==> src/rtl/ch2_4_mux.sv <==
// Four-lane mux with a combinational output plus an enabled registered copy,
// registered select, select-change pulse and saturating change counter.
`timescale 1ns/1ps
module ch2_4_mux #(
  parameter int DATA_W = 1,
  parameter int CNT_W  = 8
) (
  input  logic                  clk,
  input  logic                  rst,
  input  logic [4*DATA_W-1:0]   I,
  input  logic [1:0]            S,
  input  logic                  en,
  output logic [DATA_W-1:0]     Z,
  output logic [DATA_W-1:0]     Z_q,
  output logic [1:0]            sel_q,
  output logic                  sel_chg,
  output logic [CNT_W-1:0]      chg_cnt
);

  logic [DATA_W-1:0] w_lane [4];
  logic [DATA_W-1:0] w_z;
  logic              w_sel_diff;
  logic              w_cnt_max;

  logic [DATA_W-1:0] r_z_q;
  logic [1:0]        r_sel_q;
  logic              r_sel_chg;
  logic [CNT_W-1:0]  r_chg_cnt;

  for (genvar gi = 0; gi < 4; gi++) begin : g_lane
    assign w_lane[gi] = I[gi*DATA_W +: DATA_W];
  end

  // Unknown select propagates as X in simulation rather than picking a lane.
  always_comb begin
    w_z = 'x;
    case (S)
      2'b00:   w_z = w_lane[0];
      2'b01:   w_z = w_lane[1];
      2'b10:   w_z = w_lane[2];
      2'b11:   w_z = w_lane[3];
      default: w_z = 'x;
    endcase
  end

  assign w_sel_diff = en && (S != r_sel_q);
  assign w_cnt_max  = &r_chg_cnt;

  always_ff @(posedge clk or posedge rst) begin
    if (rst) begin
      r_z_q     <= '0;
      r_sel_q   <= '0;
      r_sel_chg <= 1'b0;
      r_chg_cnt <= '0;
    end else begin
      if (en) begin
        r_z_q   <= w_z;
        r_sel_q <= S;
      end
      // Count moves together with the pulse so both are visible after the same edge.
      r_sel_chg <= w_sel_diff;
      if (w_sel_diff && !w_cnt_max) begin
        r_chg_cnt <= r_chg_cnt + 1'b1;
      end
    end
  end

  assign Z       = w_z;
  assign Z_q     = r_z_q;
  assign sel_q   = r_sel_q;
  assign sel_chg = r_sel_chg;
  assign chg_cnt = r_chg_cnt;

endmodule

==> config.mk <==
export PLATFORM = sky130hd
export DESIGN_NAME = ch2_4_mux
export DESIGN_NICKNAME = d
export VERILOG_FILES = /design/src/rtl/ch2_4_mux.sv
export SDC_FILE = /design/constraint.sdc
export NUM_CORES = 1
export LEC_CHECK = 0
export BUFFER_PORTS_ARGS = -buffer_cell sky130_fd_sc_hd__buf_4
export CAP_MARGIN = 20
export CORE_AREA = 2 2 41 43
export CTS_CLUSTER_DIAMETER = 150
export CTS_CLUSTER_SIZE = 8
export DETAILED_ROUTE_END_ITERATION = 12
export DIE_AREA = 0 0 43 45
export GPL_TIMING_DRIVEN = 0
export MAX_ROUTING_LAYER = met4
export PLACE_DENSITY_LB_ADDON = 0.1
export SETUP_SLACK_MARGIN = 0.02
export SLEW_MARGIN = 20
export SYNTH_ARGS = -nofsm -noshare
export SYNTH_HDL_FRONTEND = slang
export SYNTH_SLANG_ARGS = --single-unit
==> constraint.sdc <==
create_clock -name clk -period 1.55 [get_ports clk]
set_input_delay 0.465 -clock clk [delete_from_list [all_inputs] [get_ports clk]]
set_output_delay 0.465 -clock clk [all_outputs]
set_load 0.05 [all_outputs]
==> flow_summary_export.csv <==
group,metric,value,unit
layout,diodes,0,
power,p_leak,0.396,nW
power,power,1.52,mW
synth,yosys.area_share.adder,0.0222,
drt,drtIter0Drc,11,
layout,stdcell_count,90,
placement,io_buffers,21,
synth,ys_seq_area_frac,0.533,
global_routing,antenna_found_initial,0,
synth,synth_edf_count,0,
drt,dr_total_vias,479,
power,combinationalPowerShare,0.498,
cts,cts.sink_count,12,
layout,fillers,139,
synth,async_flop_share,1.00,
critical_path,r2r_setup_slack,100,ps
floorplan,die-area,1940,um^2
global_routing,grt_pass1_wl,1.91,mm
critical_path,startpoint_type,"input port",
critical_path,cp-endpoint,"Z",
cts,cts_tree,"yes",
floorplan,dieWidth,43,um
synth,synth_compound_area_frac,0.102,
synth,yosys-top-cells-area,"dfrtp_1 (53%), mux2_2 (10%), mux4_1 (4.7%), xor2_1 (4.7%), nand4_1 (4.4%)",
sta,min_period,1690,ps
critical_path,cp_top_family,"multiplexers",
cts,cts_buffers,3,
global_routing,grt_start_max_net_pins,13,
critical_path,rr_startpoint,"sel_q[1]$_DFFE_PP0P_",
synth,synth_cells,45,
drt,drc_errors,0,
status,failed_checks,"negative setup slack",
synth,syn_nets,55,
power,p_int,796,uW
sta,final.setup.worst_slack,-136,ps
synth,muxShareOfSynthArea,0.167,
synth,synth_xor_area_frac,0.0622,
critical_path,cpMostUsedCell,"buf_8",
cts,hold_buffers,0,
critical_path,r2r_end,"chg_cnt[7]$_DFFE_PP0P_",
critical_path,crit_start,"S[0]",
power,power_frac_seq,0.368,
synth,synth_cell_type_count,18,
sta,slew_violations,0,
synth,syn_area,563,um^2
sta,fmax,593,MHz
critical_path,critPathArrivalTime,1220,ps
layout,synthToLayoutAreaGrowth,52.4,%
sta,whs,193,ps
sta,setup_viol,1,
synth,ys_top_cells_by_count,"dfrtp_1 (12), mux2_2 (5), nand4_1 (4)",
synth,synth_most_common_cell,"dfrtp_1",
synth,synth_top_family_by_area,"multiplexers",
cts,clockBufferDepth,2,
critical_path,crit_buf_inv,2,
sta,hold_viol_final,0,
synth,yosys_warnings,0,
global_routing,overflow,0,
sta,rsz0062_at_grt,"yes",
synth,synth_top_area_share,0.533,
critical_path,cp_cell_sequence,"buf_8 > mux4_2 > buf_8",
power,clock_power_share,0.134,
placement,dp_hpwl,803,um
floorplan,die_h,45,um
drt,post_drt_wl_per_cell,13.4,um
floorplan,start_util,0.383,
critical_path,cp.depth,3,
synth,syn_area_per_cell,12.5,um^2
power,ir_drop,0.000885,V
placement,dp.cells,82,
flow_run,maxCapViolations,0,
floorplan,core_region_area,1470,um^2
critical_path,critPathMaxFanout,2,
placement,dp_slack,-192,ps
power,power_switching,728,uW
layout,fin_util,0.583,
drt,ant_nets,0,
global_routing,grt_pass1_vias,458,
drt,routed_wl,1.20,mm
drt,vias_per_cell,5.32,
cts,root_buffer,"clkbuf_4",
sta,worst_pin_slew,452,ps
layout,layout-drive-gt1-share,0.595,
critical_path,worstSetupPathType,"in2out",
sta,finalCritPeriodShare,1.09,
critical_path,critPathCaptureType,"output pin",
synth,synth-simple-area-share,0.100,
synth,synth-seq-cells,12,
drt,firstDrtPassIters,4,
layout,design_area,858,um^2
power,switching_share,0.478,
power,pwr_density_cell,1770,nW/um^2
global_routing,track_usage,0.139,
floorplan,ioPinCount,22,
placement,globalplace.congestion,0.641,
sta,max_slew_margin,0.698,
layout,nNetsFinal,85,
sta,fin_setup_tns,-136,ps
synth,ys.flop_type,"dfrtp_1",
cts,path_clk_slew,80,ps
synth,synth_top_area_cell,"dfrtp_1",
min_path,worstHoldPathType,"in2async",
placement,postPlaceCellArea,759,um^2
sta,skew,4.59,ps
status,outcome,"finished, violations left",
critical_path,critPathRequiredTime,1080,ps
cts,insertion_delay,270,ps
floorplan,row_count,14,
cts,ctsHtreeMaxLevel,1,
critical_path,reg2reg_depth,4,
critical_path,max_stage_delay,510,ps
critical_path,slowest_stage,"mux4_2",
==> worst reg2reg max path, cell delays in order, from the launching register on <==
cell and delay (ps):
dfrtp_2 430, xor2_2 190, o21a_2 270, nand4_1 120
mux2_2 330
==> cell type report <==
cell class	count	area (um^2)	area share
repair buffers	25	206	0.241
inverters	2	7.51	0.00875
well taps	16	20.0	0.0233
flip-flops and latches	12	307	0.357
multi-input cells	31	292	0.340
clock buffers	4	26.3	0.0306
==> how the worst min path moves through the flow <==
| stage | from | endpoint | slack, ps | depth (start not counted) |
|---|---|---|---|---|
| finish | rst | chg_cnt[1]$_DFFE_PP0P_ | 190 | 2 |
| CTS | rst | chg_cnt[1]$_DFFE_PP0P_ | 200 | 2 |
| detailed placement | Z_q$_DFFE_PP0P_ | Z_q$_DFFE_PP0P_ | 500 | 1 |
| global route | rst | chg_cnt[1]$_DFFE_PP0P_ | 230 | 2 |
| global placement | Z_q$_DFFE_PP0P_ | Z_q$_DFFE_PP0P_ | 500 | 1 |
| floorplan | rst | Z_q$_DFFE_PP0P_ | 330 | 1 |
==> layer usage <==
layer  wire length [um]  GRT usage  share of wire
met1                485      0.172           0.40
met2                623      0.206           0.52
met3                 82     0.0440          0.068
met4                 12     0.0727          0.010
met5                  0          -              0
==> what timing repair did <==
action / CTS / global route
resized for setup: 5 / 3
pin swaps: 0 / 2
endpoints found under the setup margin: 1 / 2
setup buffers: 2 / 2
hold endpoints to repair: 0 / 0
==> sequential cells by signal, indices dropped and copies added, names as in the netlist <==
name     count
Z_q          1
sel_chg      1
sel_q        2
chg_cnt      8
==> cell families (layout without fill, tap and decap cells) <==
kind of cell / after synthesis / count (layout)
buffers and inverters: 2 / 31
AO/OA/AOI/OAI: 8 / 8
adder cells (fa/ha/maj): 1 / 1
XOR/XNOR: 4 / 4
AND/OR/NAND/NOR: 11 / 11
multiplexers: 7 / 7
flip-flops: 12 / 12
==> cells in the final DEF, fill, tap and decap left out, types with 2 or more instances in the layout <==
master    count
buf_4        22
nand4_1       4
a21oi_1       2
clkbuf_4      3
buf_8         2
dfrtp_1       7
a31oi_1       3
inv_1         2
mux2_2        4
nand3_1       2
xor2_2        2
dfrtp_2       5
nand2_1       3
==> power groups by stage <==
| stage | Combinational (mW) | Clock, mW | Sequential, mW |
|---|---|---|---|
| final | 0.759 | 0.204 | 0.561 |
| after global placement | 0.730 | 0 | 0.557 |
| after global routing | 0.821 | 0.225 | 0.587 |
| after CTS | 0.747 | 0.212 | 0.555 |
| after detailed placement | 0.736 | 0 | 0.560 |
| after floorplan | 0.199 | 0 | 0.868 |
(Power assumes the default switching activity.)
